### config.mk
export PLATFORM = sky130hd
export DESIGN_NAME = store_drain_buffer_flat
export DESIGN_NICKNAME = d
export VERILOG_FILES = /design/src/rtl/store_drain_buffer_pkg.sv /design/src/rtl/store_drain_buffer_if.sv /design/src/rtl/store_drain_buffer_wb_fifo.sv /design/src/rtl/store_drain_buffer.sv /design/src/flat_wrapper.sv
export SDC_FILE = /design/constraint.sdc
export NUM_CORES = 1
export LEC_CHECK = 0
export ABC_CLOCK_PERIOD_IN_PS = 1900
export BUFFER_PORTS_ARGS = -buffer_cell sky130_fd_sc_hd__buf_2
export CAP_MARGIN = 20
export CELL_PAD_IN_SITES_DETAIL_PLACEMENT = 1
export CELL_PAD_IN_SITES_GLOBAL_PLACEMENT = 1
export CORE_MARGIN = 2
export CORE_UTILIZATION = 38
export CTS_CLUSTER_SIZE = 12
export DETAILED_ROUTE_END_ITERATION = 8
export PLACE_DENSITY = 0.85
export SYNTH_ARGS = -nofsm -noshare
export SYNTH_HDL_FRONTEND = slang
export SYNTH_SLANG_ARGS = --single-unit
### constraint.sdc
create_clock -name clock -period 1.9 [get_ports clock]
set_input_delay 0.285 -clock clock [delete_from_list [all_inputs] [get_ports clock]]
set_output_delay 0.285 -clock clock [all_outputs]
set_load 0.03 [all_outputs]
### src/rtl/store_drain_buffer_pkg.sv
// Shared types for the store drain buffer: bus command / size encodings,
// write-buffer entry layout, drain FSM states and small lane helpers.
package store_drain_buffer_pkg;

    typedef enum logic [1:0] {
        BUS_NONE  = 2'h0,
        BUS_LOAD  = 2'h1,
        BUS_STORE = 2'h2
    } bus_command_e;

    typedef enum logic [1:0] {
        BYTE   = 2'h0,
        HALF   = 2'h1,
        WORD   = 2'h2,
        DOUBLE = 2'h3
    } mem_size_e;

    typedef enum logic {
        IDLE  = 1'b0,
        ISSUE = 1'b1
    } store_drain_state_e;

    typedef struct packed {
        logic [31:0] addr;
        logic [31:0] data;
        mem_size_e   mem_size;
    } wb_entry_t;

    // Move lane-aligned store data down to bit 0 (zero-extended).
    function automatic logic [31:0] right_align(input logic [31:0] data, input logic [1:0] lane);
        return data >> {lane, 3'b000};
    endfunction

    // Byte enables of a lane-aligned access within the 32-bit word.
    function automatic logic [3:0] byte_enable(input logic [1:0] lane, input mem_size_e size);
        logic [3:0] be;
        case (size)
            BYTE:    be = 4'b0001 << lane;
            HALF:    be = 4'b0011 << {lane[1], 1'b0};
            WORD:    be = 4'b1111;
            default: be = 4'b1111;
        endcase
        return be;
    endfunction

endpackage

### src/rtl/store_drain_buffer_if.sv
// Store-queue / load-port / memory-bus signal bundle of the store drain buffer.
// DCACHE_WRITE_THROUGH_EN selects write-through update signals; otherwise
// invalidate signals are carried instead.
interface store_drain_buffer_if;
    import store_drain_buffer_pkg::*;

    logic         store_en;
    logic [31:0]  store_addr;
    logic [31:0]  store_data;
    logic         is_32_bit;
    logic         is_16_bit;
    logic         store_accepted;
    logic         load_mem_req;
    logic         store_mem_hold;
    logic         load_query_valid;
    logic [31:0]  load_query_addr;
    logic         load_conflict;
    bus_command_e proc2mem_command;
    logic [31:0]  proc2mem_addr;
    logic [63:0]  proc2mem_data;
    mem_size_e    proc2mem_size;
    logic [3:0]   mem2proc_response;
    logic         wb_empty;
`ifdef DCACHE_WRITE_THROUGH_EN
    logic         dcache_wr_en;
    logic [31:0]  dcache_wr_addr;
    logic [31:0]  dcache_wr_data;
    logic [3:0]   dcache_wr_be;
`else
    logic         dcache_inval;
    logic [31:0]  dcache_inval_addr;
`endif

    modport master (
        output store_en, store_addr, store_data, is_32_bit, is_16_bit,
        output load_mem_req, load_query_valid, load_query_addr, mem2proc_response,
        input  store_accepted, store_mem_hold, load_conflict,
        input  proc2mem_command, proc2mem_addr, proc2mem_data, proc2mem_size, wb_empty
`ifdef DCACHE_WRITE_THROUGH_EN
        , input dcache_wr_en, dcache_wr_addr, dcache_wr_data, dcache_wr_be
`else
        , input dcache_inval, dcache_inval_addr
`endif
    );

    modport slave (
        input  store_en, store_addr, store_data, is_32_bit, is_16_bit,
        input  load_mem_req, load_query_valid, load_query_addr, mem2proc_response,
        output store_accepted, store_mem_hold, load_conflict,
        output proc2mem_command, proc2mem_addr, proc2mem_data, proc2mem_size, wb_empty
`ifdef DCACHE_WRITE_THROUGH_EN
        , output dcache_wr_en, dcache_wr_addr, dcache_wr_data, dcache_wr_be
`else
        , output dcache_inval, dcache_inval_addr
`endif
    );

endinterface

### src/rtl/store_drain_buffer_wb_fifo.sv
// wb_fifo: circular write buffer of store entries. Pointers carry an extra
// wrap bit to tell full from empty; push and pop may coincide at any
// occupancy, including full. All entries are exposed for address compare.
module wb_fifo
    import store_drain_buffer_pkg::*;
#(
    parameter int unsigned DEPTH = 4
) (
    input  logic                          clock,
    input  logic                          reset,
    input  logic                          push_i,
    input  wb_entry_t                     push_entry_i,
    input  logic                          pop_i,
    output logic                          full_o,
    output logic                          empty_o,
    output logic [$clog2(DEPTH):0]        count_o,
    output wb_entry_t                     head_o,
    output wb_entry_t [DEPTH-1:0]         entries_o,
    output logic [DEPTH-1:0]              valid_o
);
    localparam int unsigned PW = $clog2(DEPTH);

    logic [PW:0]           wr_ptr_q, wr_ptr_d, rd_ptr_q, rd_ptr_d;
    logic [PW-1:0]         wr_idx_s, rd_idx_s;
    logic                  do_push_s, do_pop_s;
    logic                  full_q, full_d, empty_q, empty_d;
    logic [DEPTH-1:0]      valid_q, valid_d;
    wb_entry_t [DEPTH-1:0] mem_q;

    // Next pointers, per-slot valid bits and the full/empty flags they imply.
    always_comb begin
        wr_idx_s  = wr_ptr_q[PW-1:0];
        rd_idx_s  = rd_ptr_q[PW-1:0];
        do_pop_s  = pop_i && !empty_q;
        do_push_s = push_i && (!full_q || do_pop_s);
        wr_ptr_d  = wr_ptr_q;
        rd_ptr_d  = rd_ptr_q;
        valid_d   = valid_q;
        // Clear before set: at full both indices coincide and the slot stays valid.
        if (do_pop_s) begin
            rd_ptr_d          = rd_ptr_q + (PW+1)'(1);
            valid_d[rd_idx_s] = 1'b0;
        end else begin
            rd_ptr_d = rd_ptr_q;
        end
        if (do_push_s) begin
            wr_ptr_d          = wr_ptr_q + (PW+1)'(1);
            valid_d[wr_idx_s] = 1'b1;
        end else begin
            wr_ptr_d = wr_ptr_q;
        end
        empty_d = (wr_ptr_d == rd_ptr_d);
        full_d  = (wr_ptr_d[PW] != rd_ptr_d[PW]) && (wr_ptr_d[PW-1:0] == rd_ptr_d[PW-1:0]);
    end

    // Pointer and occupancy-flag registers.
    always_ff @(posedge clock) begin
        if (reset) begin
            wr_ptr_q <= '0;
            rd_ptr_q <= '0;
            valid_q  <= '0;
            full_q   <= 1'b0;
            empty_q  <= 1'b1;
        end else begin
            wr_ptr_q <= wr_ptr_d;
            rd_ptr_q <= rd_ptr_d;
            valid_q  <= valid_d;
            full_q   <= full_d;
            empty_q  <= empty_d;
        end
    end

    // Entry storage; cleared on reset so an idle head reads as zero.
    always_ff @(posedge clock) begin
        if (reset) begin
            mem_q <= '0;
        end else if (do_push_s) begin
            mem_q[wr_idx_s] <= push_entry_i;
        end else begin
            mem_q <= mem_q;
        end
    end

    assign full_o    = full_q;
    assign empty_o   = empty_q;
    assign count_o   = wr_ptr_q - rd_ptr_q;
    assign head_o    = mem_q[rd_idx_s];
    assign entries_o = mem_q;
    assign valid_o   = valid_q;

endmodule

### src/rtl/store_drain_buffer.sv
// store_drain_buffer: accepts retired stores from the store queue, holds them
// in a FIFO write buffer and drains them to memory with BUS_STORE, sharing the
// bus with the load-miss port under a starvation limit. Loads overlapping a
// buffered store (8-byte granularity) are flagged so they retry.
// Optional feature macro DCACHE_WRITE_THROUGH_EN: when defined, each accepted
// store writes through to the dcache; otherwise the block is invalidated.
module store_drain_buffer
    import store_drain_buffer_pkg::*;
#(
    parameter int unsigned WB_DEPTH     = 4,
    parameter int unsigned STARVE_LIMIT = 8
) (
    input  logic                clock,
    input  logic                reset,
    store_drain_buffer_if.slave bus
);
    localparam int unsigned PW = $clog2(WB_DEPTH);
    localparam int unsigned CW = $clog2(STARVE_LIMIT + 1);

    store_drain_state_e       state_q, state_d;
    logic [CW-1:0]            starve_q, starve_d;
    logic                     push_s, pop_s, issue_s, granted_s, hit_s;
    logic                     full_s, empty_s;
    logic [PW:0]              count_s;
    mem_size_e                size_s;
    wb_entry_t                push_entry_s, head_s;
    wb_entry_t [WB_DEPTH-1:0] entries_s;
    logic [WB_DEPTH-1:0]      valid_s;

    wb_fifo #(.DEPTH(WB_DEPTH)) u_wb_fifo (
        .clock        (clock),
        .reset        (reset),
        .push_i       (push_s),
        .push_entry_i (push_entry_s),
        .pop_i        (pop_s),
        .full_o       (full_s),
        .empty_o      (empty_s),
        .count_o      (count_s),
        .head_o       (head_s),
        .entries_o    (entries_s),
        .valid_o      (valid_s)
    );

    // Accept decision (registered full flag only) and the entry to be buffered.
    always_comb begin
        push_s = bus.store_en && !full_s;
        if (bus.is_32_bit) begin
            size_s = WORD;
        end else if (bus.is_16_bit) begin
            size_s = HALF;
        end else begin
            size_s = BYTE;
        end
        push_entry_s.addr     = bus.store_addr;
        push_entry_s.data     = right_align(bus.store_data, bus.store_addr[1:0]);
        push_entry_s.mem_size = size_s;
    end

    // Drain FSM: next state, bus grant, pop and starvation counter.
    always_comb begin
        state_d   = state_q;
        starve_d  = starve_q;
        pop_s     = 1'b0;
        issue_s   = 1'b0;
        granted_s = !bus.load_mem_req || (starve_q == CW'(STARVE_LIMIT));
        case (state_q)
            IDLE: begin
                // Leaving on the accept itself gives a one-cycle store-to-bus latency.
                if (!empty_s || push_s) begin
                    state_d = ISSUE;
                end else begin
                    state_d = IDLE;
                end
            end
            ISSUE: begin
                if (empty_s) begin
                    state_d = push_s ? ISSUE : IDLE;
                end else if (granted_s) begin
                    issue_s = 1'b1;
                    if (bus.mem2proc_response != 4'h0) begin
                        pop_s    = 1'b1;
                        starve_d = '0;
                        if ((count_s == (PW+1)'(1)) && !push_s) begin
                            state_d = IDLE;
                        end else begin
                            state_d = ISSUE;
                        end
                    end else begin
                        state_d = ISSUE;
                    end
                end else begin
                    state_d = ISSUE;
                    if (starve_q != CW'(STARVE_LIMIT)) begin
                        starve_d = starve_q + CW'(1);
                    end else begin
                        starve_d = starve_q;
                    end
                end
            end
            default: begin
                state_d = IDLE;
            end
        endcase
    end

    // Drain FSM state and starvation counter registers.
    always_ff @(posedge clock) begin
        if (reset) begin
            state_q  <= IDLE;
            starve_q <= '0;
        end else begin
            state_q  <= state_d;
            starve_q <= starve_d;
        end
    end

    // Load address conflict against every buffered entry and the one arriving now.
    always_comb begin
        hit_s = 1'b0;
        for (int i = 0; i < int'(WB_DEPTH); i++) begin
            if (valid_s[i] && (entries_s[i].addr[31:3] == bus.load_query_addr[31:3])) begin
                hit_s = 1'b1;
            end else begin
                hit_s = hit_s;
            end
        end
        if (push_s && (bus.store_addr[31:3] == bus.load_query_addr[31:3])) begin
            hit_s = 1'b1;
        end else begin
            hit_s = hit_s;
        end
        bus.load_conflict = bus.load_query_valid && hit_s;
    end

    // Handshake, memory bus drive and status outputs.
    always_comb begin
        bus.store_accepted   = push_s;
        bus.store_mem_hold   = issue_s;
        bus.proc2mem_command = issue_s ? BUS_STORE : BUS_NONE;
        if (issue_s) begin
            bus.proc2mem_addr = head_s.addr;
            bus.proc2mem_data = {32'h0000_0000, head_s.data};
            bus.proc2mem_size = head_s.mem_size;
        end else begin
            bus.proc2mem_addr = 32'h0000_0000;
            bus.proc2mem_data = 64'h0000_0000_0000_0000;
            bus.proc2mem_size = BYTE;
        end
        bus.wb_empty = empty_s && (state_q == IDLE);
    end

`ifdef DCACHE_WRITE_THROUGH_EN
    // Write-through update of the dcache on every accepted store.
    always_comb begin
        bus.dcache_wr_en   = push_s;
        bus.dcache_wr_addr = bus.store_addr;
        bus.dcache_wr_data = bus.store_data;
        bus.dcache_wr_be   = byte_enable(bus.store_addr[1:0], size_s);
    end
`else
    // Invalidate the 8-byte dcache block touched by every accepted store.
    always_comb begin
        bus.dcache_inval      = push_s;
        bus.dcache_inval_addr = {bus.store_addr[31:3], 3'b000};
    end
`endif

endmodule

### src/flat_wrapper.sv
// flat-port wrapper written by rule: the top's interface ports become plain ports
module store_drain_buffer_flat import store_drain_buffer_pkg::*;
#(
    parameter int unsigned WB_DEPTH     = 4,
    parameter int unsigned STARVE_LIMIT = 8
)
  (clock, reset, bus_store_en, bus_store_addr, bus_store_data, bus_is_32_bit, bus_is_16_bit, bus_load_mem_req, bus_load_query_valid, bus_load_query_addr, bus_mem2proc_response, bus_store_accepted, bus_store_mem_hold, bus_load_conflict, bus_proc2mem_command, bus_proc2mem_addr, bus_proc2mem_data, bus_proc2mem_size, bus_wb_empty, bus_dcache_inval, bus_dcache_inval_addr);
  store_drain_buffer_if bus_i ();
  input  logic clock;
  input  logic reset;
  input wire logic [$bits(bus_i.store_en)-1:0] bus_store_en;
  input wire logic [$bits(bus_i.store_addr)-1:0] bus_store_addr;
  input wire logic [$bits(bus_i.store_data)-1:0] bus_store_data;
  input wire logic [$bits(bus_i.is_32_bit)-1:0] bus_is_32_bit;
  input wire logic [$bits(bus_i.is_16_bit)-1:0] bus_is_16_bit;
  input wire logic [$bits(bus_i.load_mem_req)-1:0] bus_load_mem_req;
  input wire logic [$bits(bus_i.load_query_valid)-1:0] bus_load_query_valid;
  input wire logic [$bits(bus_i.load_query_addr)-1:0] bus_load_query_addr;
  input wire logic [$bits(bus_i.mem2proc_response)-1:0] bus_mem2proc_response;
  output wire logic [$bits(bus_i.store_accepted)-1:0] bus_store_accepted;
  output wire logic [$bits(bus_i.store_mem_hold)-1:0] bus_store_mem_hold;
  output wire logic [$bits(bus_i.load_conflict)-1:0] bus_load_conflict;
  output wire logic [$bits(bus_i.proc2mem_command)-1:0] bus_proc2mem_command;
  output wire logic [$bits(bus_i.proc2mem_addr)-1:0] bus_proc2mem_addr;
  output wire logic [$bits(bus_i.proc2mem_data)-1:0] bus_proc2mem_data;
  output wire logic [$bits(bus_i.proc2mem_size)-1:0] bus_proc2mem_size;
  output wire logic [$bits(bus_i.wb_empty)-1:0] bus_wb_empty;
  output wire logic [$bits(bus_i.dcache_inval)-1:0] bus_dcache_inval;
  output wire logic [$bits(bus_i.dcache_inval_addr)-1:0] bus_dcache_inval_addr;
  assign bus_i.store_en = bus_store_en;
  assign bus_i.store_addr = bus_store_addr;
  assign bus_i.store_data = bus_store_data;
  assign bus_i.is_32_bit = bus_is_32_bit;
  assign bus_i.is_16_bit = bus_is_16_bit;
  assign bus_i.load_mem_req = bus_load_mem_req;
  assign bus_i.load_query_valid = bus_load_query_valid;
  assign bus_i.load_query_addr = bus_load_query_addr;
  assign bus_i.mem2proc_response = bus_mem2proc_response;
  assign bus_store_accepted = bus_i.store_accepted;
  assign bus_store_mem_hold = bus_i.store_mem_hold;
  assign bus_load_conflict = bus_i.load_conflict;
  assign bus_proc2mem_command = bus_i.proc2mem_command;
  assign bus_proc2mem_addr = bus_i.proc2mem_addr;
  assign bus_proc2mem_data = bus_i.proc2mem_data;
  assign bus_proc2mem_size = bus_i.proc2mem_size;
  assign bus_wb_empty = bus_i.wb_empty;
  assign bus_dcache_inval = bus_i.dcache_inval;
  assign bus_dcache_inval_addr = bus_i.dcache_inval_addr;
  store_drain_buffer #(.WB_DEPTH(WB_DEPTH), .STARVE_LIMIT(STARVE_LIMIT)) u_core (.clock(clock), .reset(reset), .bus(bus_i));
endmodule
### Word-level counts from Yosys, hierarchy flattened

Index checks and enable logic that the tools add are counted.

| word-level totals | value |
|---|---|
| register bits after elaboration | 281 |
| input port bits | 107 |
| output and inout port bits | 137 |
| logic and storage cells | 110 |

| operators by class | value |
|---|---|
| add/sub/neg operators | 4 |
| order comparisons | 4 |
| eq/ne operators | 12 |
| shift-type cells | 1 |
| mux-type cells | 41 |
| bitwise logic cells | 5 |
| reductions and logical operators | 24 |

Operators by type and width:

| kind | number |
|---|---|
| 264-bit bitwise mux | 1 |
| 29-bit == test | 5 |
| 66-bit binary-select mux with 2-bit select | 1 |
| 66-bit demux with 2-bit select | 1 |
| 66-bit two-way mux | 2 |
| 32-bit two-way mux | 2 |
| 32-bit by 5-bit right shift with 32-bit output | 1 |
| 1-bit two-way mux | 21 |
| 4-bit two-way mux | 5 |
| 1-bit logical AND | 14 |
| 3-bit by 1-bit adder with 3-bit output (second input constant) | 2 |
| 2-bit by 3-bit < comparator with 1-bit output (second input constant) | 2 |
| 2-bit two-way mux | 3 |
| 3-bit two-way mux | 2 |
| 4-bit by 1-bit adder with 4-bit output (second input constant) | 1 |
| 4-bit bitwise AND | 1 |
| 1-bit demux with 2-bit select | 2 |
| 4-bit == test (second input constant) | 1 |
| 2-bit by 1-bit >= comparator with 1-bit output (second input constant) | 2 |
| 1-bit zero test | 4 |
| 4-bit inequality test (second input constant) | 1 |
| 4-bit NOT | 1 |
| 4-bit bitwise OR | 1 |
| 4-bit AND reduction | 1 |
| other kinds (11) | 14 |

### Logic depth before layout (Yosys ltp)

| depth | value |
|---|---|
| depth after elaboration | 11 |
| mapped depth | 8 |
| gate-level depth less buffers | 8 |

### Cells and area by module

Synthesis repeated with hierarchy kept, for this count alone.

| unflattened totals | value |
|---|---|
| cell total of the unflattened synthesis | 1790 |
| area, all modules | 14880.5 µm² |

By module, submodules not included:

| module | instances | cells each | area an instance (µm²) | seq. area each (µm²) |
|---|---|---|---|---|
| wb_fifo | 1 | 1302 | 11325.9 | 5525.3 |
| store_drain_buffer | 1 | 488 | 3554.7 | 100.1 |

### Least setup slack after synthesis

OpenSTA, ideal clock, no wires.

| path | value |
|---|---|
| path kind | reg-to-output |
| start point | register u_core.u_wb_fifo.rd_ptr_q[1] |
| end point | output bus_proc2mem_data[14] |
| arrival time | 1863 ps |
| required time | 1615 ps |
| slack | -248 ps |
| stages on the path, launching flop included | 6 |
| path buffers | 3 |
| cell sequence | dfxtp_1 > clkbuf_1 > buf_4 > buf_2 > mux4_2 > and3_1 |

| between the ends | value |
|---|---|
| word-level cells in the longest chain between the ends | 3 |

RTL lines:

| item | RTL line | RTL |
|---|---|---|
| from (decl) | store_drain_buffer_wb_fifo.sv:23 | `logic [PW:0] wr_ptr_q, wr_ptr_d, rd_ptr_q, rd_ptr_d;` |
| from (signal assigned) | store_drain_buffer_wb_fifo.sv:66 | `rd_ptr_q <= rd_ptr_d;` |
| 66-bit binary-select mux with 2-bit select | store_drain_buffer_wb_fifo.sv:87 | `assign head_o = mem_q[rd_idx_s];` |
| 66-bit two-way mux (not written as such) | store_drain_buffer_wb_fifo.sv:87 |  |
| 32-bit two-way mux | store_drain_buffer.sv:140 | `if (issue_s) begin` |
| to (decl) | flat_wrapper.sv:25 | `output wire logic [$bits(bus_i.proc2mem_data)-1:0] bus_proc2mem_data;` |

No other way between the ends. The select of a mux whose other input is x is not followed.

### Worst setup path in the final report

| path | value |
|---|---|
| start point | register u_core.u_wb_fifo.mem_q, in the netlist u_core.u_wb_fifo.entries_o[181] |
| end point | output bus_load_conflict |

| between the ends | value |
|---|---|
| word-level cells in the longest chain between the ends | 6 |

RTL lines:

| item | RTL line | RTL |
|---|---|---|
| from (decl) | store_drain_buffer_wb_fifo.sv:28 | `wb_entry_t [DEPTH-1:0] mem_q;` |
| from (signal, indexed assignment) | store_drain_buffer_wb_fifo.sv:78 | `mem_q[wr_idx_s] <= push_entry_i;` |
| from (signal assigned) | store_drain_buffer_wb_fifo.sv:80 | `mem_q <= mem_q;` |
| 29-bit == test | store_drain_buffer.sv:121 | `if (valid_s[i] && (entries_s[i].addr[31:3] == bus.load_query_addr[31:3])) begin` |
| 1-bit logical AND | store_drain_buffer.sv:121 |  |
| 1-bit two-way mux (2 in a row) | store_drain_buffer.sv:121 |  |
| 1-bit two-way mux | store_drain_buffer.sv:127 | `if (push_s && (bus.store_addr[31:3] == bus.load_query_addr[31:3])) begin` |
| 1-bit logical AND | store_drain_buffer.sv:132 | `bus.load_conflict = bus.load_query_valid && hit_s;` |
| to (decl) | flat_wrapper.sv:22 | `output wire logic [$bits(bus_i.load_conflict)-1:0] bus_load_conflict;` |

No other way between the ends.

==> flow_summary.html <==
<table>
<tr><th>Metric</th><th>Value</th></tr>
<tr><th colspan="2">Global routing</th></tr>
<tr><td>Initial antenna violation count</td><td>0</td></tr>
<tr><td>Vias in the first global route</td><td>15881</td></tr>
<tr><td>Met1 global-route usage</td><td>36.6%</td></tr>
<tr><td>Largest net degree at the start of global routing</td><td>70</td></tr>
<tr><td>Layer with the highest usage after global routing</td><td>met2</td></tr>
<tr><td>Met3 track demand over resource in global routing</td><td>5.54%</td></tr>
<tr><td>All-Layer GR Usage</td><td>31.6%</td></tr>
<tr><td>Met2 GRT Util</td><td>54.8%</td></tr>
<tr><td>Remaining Overflow, GRT</td><td>0</td></tr>
<tr><td>Global-route wire length before repair</td><td>98700 um</td></tr>
<tr><th colspan="2">Pwr</th></tr>
<tr><td>Pleak</td><td>7.69 nW</td></tr>
<tr><td>Maximum ir drop on the vdd rail</td><td>0.621 mV</td></tr>
<tr><td>Power density over the cells</td><td>809 mW/mm^2</td></tr>
<tr><th colspan="2">Critical path</th></tr>
<tr><td>Cells along the critical path</td><td>xor2_1 &gt; nor4_2 &gt; nand4_1 &gt; nor4_1 &gt; o41a_1 &gt; buf_6</td></tr>
<tr><td>CP max stage cell</td><td>nor4_2</td></tr>
<tr><td>Required time of the worst setup path</td><td>1.62 ns</td></tr>
<tr><td>CP bufs+invs</td><td>1</td></tr>
<tr><td>Biggest fanout along the worst timing path</td><td>2</td></tr>
<tr><td>Slowest cell delay on critical path</td><td>0.43 ns</td></tr>
<tr><td>Crit path DAT</td><td>2.36 ns</td></tr>
<tr><td>Setup slack of the most critical reg-to-reg path</td><td>-0.21 ns</td></tr>
<tr><td>Startpoint types</td><td>flip-flop</td></tr>
<tr><td>Critical path capture point type</td><td>output pin</td></tr>
<tr><td>Cell class contributing the biggest share of worst-path delay</td><td>simple AND/OR/NAND/NOR gates</td></tr>
<tr><td>Critical path class</td><td>flip-flop to output pin</td></tr>
<tr><th colspan="2">Cells and area</th></tr>
<tr><td>Count of antenna diodes in the layout</td><td>0</td></tr>
<tr><td>Leading cell type in the layout, fill and taps excluded</td><td>nand2_1</td></tr>
<tr><td>Multi-input combinational cell area</td><td>0.00858 mm^2</td></tr>
<tr><td>Number of fillers in the final layout</td><td>4355</td></tr>
<tr><td>Synthesis-to-layout area growth</td><td>35.0%</td></tr>
<tr><td>Util after Layout</td><td>52.3%</td></tr>
<tr><td>Fraction of final layout cells with drive strength greater than 1</td><td>32.9%</td></tr>
<tr><td>Final net count</td><td>2144</td></tr>
<tr><td>Leading cell types in the layout, fill and taps excluded</td><td>nand2_1 (435), dfxtp_1 (274), a21oi_1 (250)</td></tr>
<tr><td>Sequential cell area in the final layout</td><td>0.00564 mm^2</td></tr>
<tr><th colspan="2">Flow run</th></tr>
<tr><td>Count of maximum capacitance violations</td><td>0</td></tr>
<tr><th colspan="2">Logic synthesis</th></tr>
<tr><td>Fraction of synthesis flops using an asynchronous set or reset pin</td><td>0%</td></tr>
<tr><td>Fraction of synthesized cell area in xor and xnor cells</td><td>9.44%</td></tr>
<tr><td>Main area contributors after synthesis</td><td>dfxtp_1 (38%), nand2_1 (11%), mux4_2 (10%)</td></tr>
<tr><td>Count of warnings emitted by yosys</td><td>0</td></tr>
<tr><td>Share of the synthesized area in the top cell type</td><td>38.4%</td></tr>
<tr><td>Primary flip-flop cell chosen by synthesis mapping</td><td>dfxtp_1</td></tr>
<tr><td>Post-synthesis simple-gate area fraction</td><td>20.3%</td></tr>
<tr><td>Multiplexer share of the synthesized area</td><td>11.3%</td></tr>
<tr><td>Yosys top cell by area</td><td>dfxtp_1</td></tr>
<tr><td>Combined area of all synthesized cells</td><td>0.0147 mm^2</td></tr>
<tr><td>Post-synthesis share of cell area spent on full adders, half adders and majority gates</td><td>1.08%</td></tr>
<tr><td>Count of unique library cells instantiated by Yosys</td><td>40</td></tr>
<tr><td>Compound-cell area share of the yosys netlist</td><td>11.1%</td></tr>
<tr><td>Post-synthesis area per instance</td><td>8.35 um^2</td></tr>
<tr><td>Number of synthesized flops with an enable pin</td><td>0</td></tr>
<tr><td>Combinational family with the most area after synthesis</td><td>simple AND/OR/NAND/NOR gates</td></tr>
<tr><td>Share of synthesized area occupied by flip-flops and latches</td><td>38.4%</td></tr>
<tr><td>FF+latch count, synth</td><td>281</td></tr>
<tr><td>Post-synthesis instance total</td><td>1756</td></tr>
<tr><th colspan="2">STA</th></tr>
<tr><td>Count of final setup violators</td><td>78</td></tr>
<tr><td>Worst Tran Pin Value</td><td>0.718 ns</td></tr>
<tr><td>Top achievable clock speed</td><td>0.378 GHz</td></tr>
<tr><td>RSZ-0062 raised after global routing</td><td>true</td></tr>
<tr><td>Period Utilization, post-route</td><td>139%</td></tr>
<tr><td>Final worst-path setup slack</td><td>-0.746 ns</td></tr>
<tr><td>Count of endpoints failing hold in the final timing report</td><td>0</td></tr>
<tr><td>Post-route minimum period</td><td>2.65 ns</td></tr>
<tr><td>Final-report max-slew violation count</td><td>0</td></tr>
<tr><td>Remaining max-slew budget at the tightest pin</td><td>52.1%</td></tr>
<tr><td>Clock skew after layout</td><td>0.0301 ns</td></tr>
<tr><th colspan="2">Floorplanning</th></tr>
<tr><td>Core Region</td><td>0.0378 mm^2</td></tr>
<tr><td>Row count</td><td>71</td></tr>
<tr><td>Height of the die</td><td>200 um</td></tr>
<tr><td>Initial Util</td><td>38.7%</td></tr>
<tr><td>I/O pin count</td><td>244</td></tr>
<tr><td>Overall die area</td><td>0.0402 mm^2</td></tr>
<tr><td>Die width</td><td>200 um</td></tr>
<tr><th colspan="2">Placement</th></tr>
<tr><td>Post-Place Setup Slack</td><td>-0.493 ns</td></tr>
<tr><td>Number of port buffers</td><td>204</td></tr>
<tr><td>DPL Wire Length</td><td>40400 um</td></tr>
<tr><td>GP Congestion</td><td>0.985</td></tr>
<tr><th colspan="2">Drt</th></tr>
<tr><td>Post-route DRC violation count</td><td>0</td></tr>
<tr><td>WL per Instance</td><td>26.0 um</td></tr>
<tr><td>Aggregate routed wire length</td><td>66600 um</td></tr>
<tr><td>First-iteration detailed-routing DRC count</td><td>1369</td></tr>
<tr><td>Number of detailed-route iterations in the first pass</td><td>5</td></tr>
<tr><td>Vias</td><td>15040</td></tr>
<tr><td>Vias per std cell</td><td>5.87</td></tr>
<tr><td>ANT nets after route</td><td>0</td></tr>
<tr><th colspan="2">Clock network</th></tr>
<tr><td>Clock root buffer</td><td>clkbuf_16</td></tr>
<tr><td>Clk_lat worst skew</td><td>0.54 ns</td></tr>
<tr><td>Num CTS Buffers</td><td>35</td></tr>
<tr><td>Longest Clk Path Bufs</td><td>3</td></tr>
<tr><td>CTS sink cnt</td><td>281</td></tr>
<tr><td>CTS tree</td><td>built</td></tr>
<tr><td>Maximum level of the CTS H-tree</td><td>2</td></tr>
<tr><td>CTS clock-pin slew for the worst setup and hold paths</td><td>0.06 ns</td></tr>
<tr><td>Hold bufs inserted after CTS</td><td>0</td></tr>
<tr><th colspan="2">Hold path</th></tr>
<tr><td>Min-delay worst type</td><td>input pin to flip-flop</td></tr>
<tr><th colspan="2">Outcome</th></tr>
<tr><td>Violations in the final reports</td><td>setup timing</td></tr>
<tr><td>Result of the run</td><td>finished, violations left</td></tr>
</table>
## routing by layer
| metal | vias up | part of all wire [%] |
|---|---|---|
| met3 | 276 | 7.5 |
| met4 | 0 | 6.5 |
| met5 | - | 0 |
| met1 | 7517 | 37 |
| met2 | 874 | 49 |
| li1 | 6373 | - |
## worst register-to-register path, stage by stage, from the launching register on
cell,delay [ns]
dfxtp_2,0.32
inv_2,0.08
ha_4,0.13
nand3b_1,0.16
buf_4,0.19
buf_6,0.11
a211oi_2,0.24
buf_4,0.17
nand2_4,0.08
xor2_4,0.21
xnor2_2,0.16
nor3_2,0.20
## synthesized netlist by cell type (all sizes together), types with 11 or more instances
cell type,instances
a211oi,41
a21oi,254
and3,66
buf,122
clkbuf,106
dfxtp,281
ha,11
mux2i,17
mux4,66
nand2,443
nand3,38
nand4,17
nor2,66
nor2b,13
nor4,29
xnor2,52
xor2,106
## sequential cells by signal, summed over array words and instances, names as in the netlist
signal,cells
u_core.starve_q,4
u_core.u_wb_fifo.empty_o,1
u_core.u_wb_fifo.rd_ptr_q,3
u_core.u_wb_fifo.entries_o,264
u_core.u_wb_fifo.wr_ptr_q,3
u_core.u_wb_fifo.full_o,1
u_core.state_q,1
u_core.u_wb_fifo.valid_o,4
## cell families (layout without fill, tap and decap cells)
group / count (synthesis) / after routing
buffers and inverters: 236 / 496
adders and majority gates: 12 / 12
DFF: 281 / 281
and+or+nand+nor: 683 / 683
AOI/OAI and AO/OA: 302 / 302
xor gates and xnor gates: 158 / 158
other: 1 / 36
muxes: 83 / 83
## power breakdown
part,internal [W],total (W),switching (W)
Sequential,0.00613,0.00633,0.000206
Combinational,0.00110,0.00298,0.00188
Clock,0.00390,0.00669,0.00279
## layout make-up
class / instances / area share (%)
multi-input cells: 1274 / 43.4
flip-flops and latches: 281 / 28.5
repair buffers: 425 / 19.0
clock buffers: 47 / 4.91
well taps: 511 / 3.23
clock inverters: 16 / 0.771
inverters: 8 / 0.177
## through the flow
step	instances	setup TNS, ns	area (um^2)	hold slack (ns)	power [W]
2_1_floorplan	1791	-0.166	14900	0.421	0.00793
3_3_place_gp	2472	-0.910	17300	0.438	0.00898
3_5_place_dp	2472	-2.86	17300	0.447	0.00909
4_1_cts	2553	-31.90	19600	0.0312	0.0158
5_1_grt	2562	-36.07	19800	0.0608	0.0164
6_report	2562	-33.29	19800	0.0447	0.0160
## repair_timing
item,CTS,global route
gates cloned,7,0
resized for setup,230,46
pin swaps,46,17
setup buffers,12,15
setup endpoints to repair,124,88
## worst paths after layout
path | endpoint | depth (start not counted) | from
min | u_core.u_wb_fifo.entries_o[244] | 3 | bus_store_addr[12]
min reg2reg | u_core.u_wb_fifo.entries_o[165] | 2 | u_core.u_wb_fifo.entries_o[165]
max | bus_load_conflict | 6 | u_core.u_wb_fifo.entries_o[181]
max reg2reg | u_core.u_wb_fifo.full_o | 11 | u_core.starve_q[0]
Note: power is estimated with default switching activity, not from simulation.
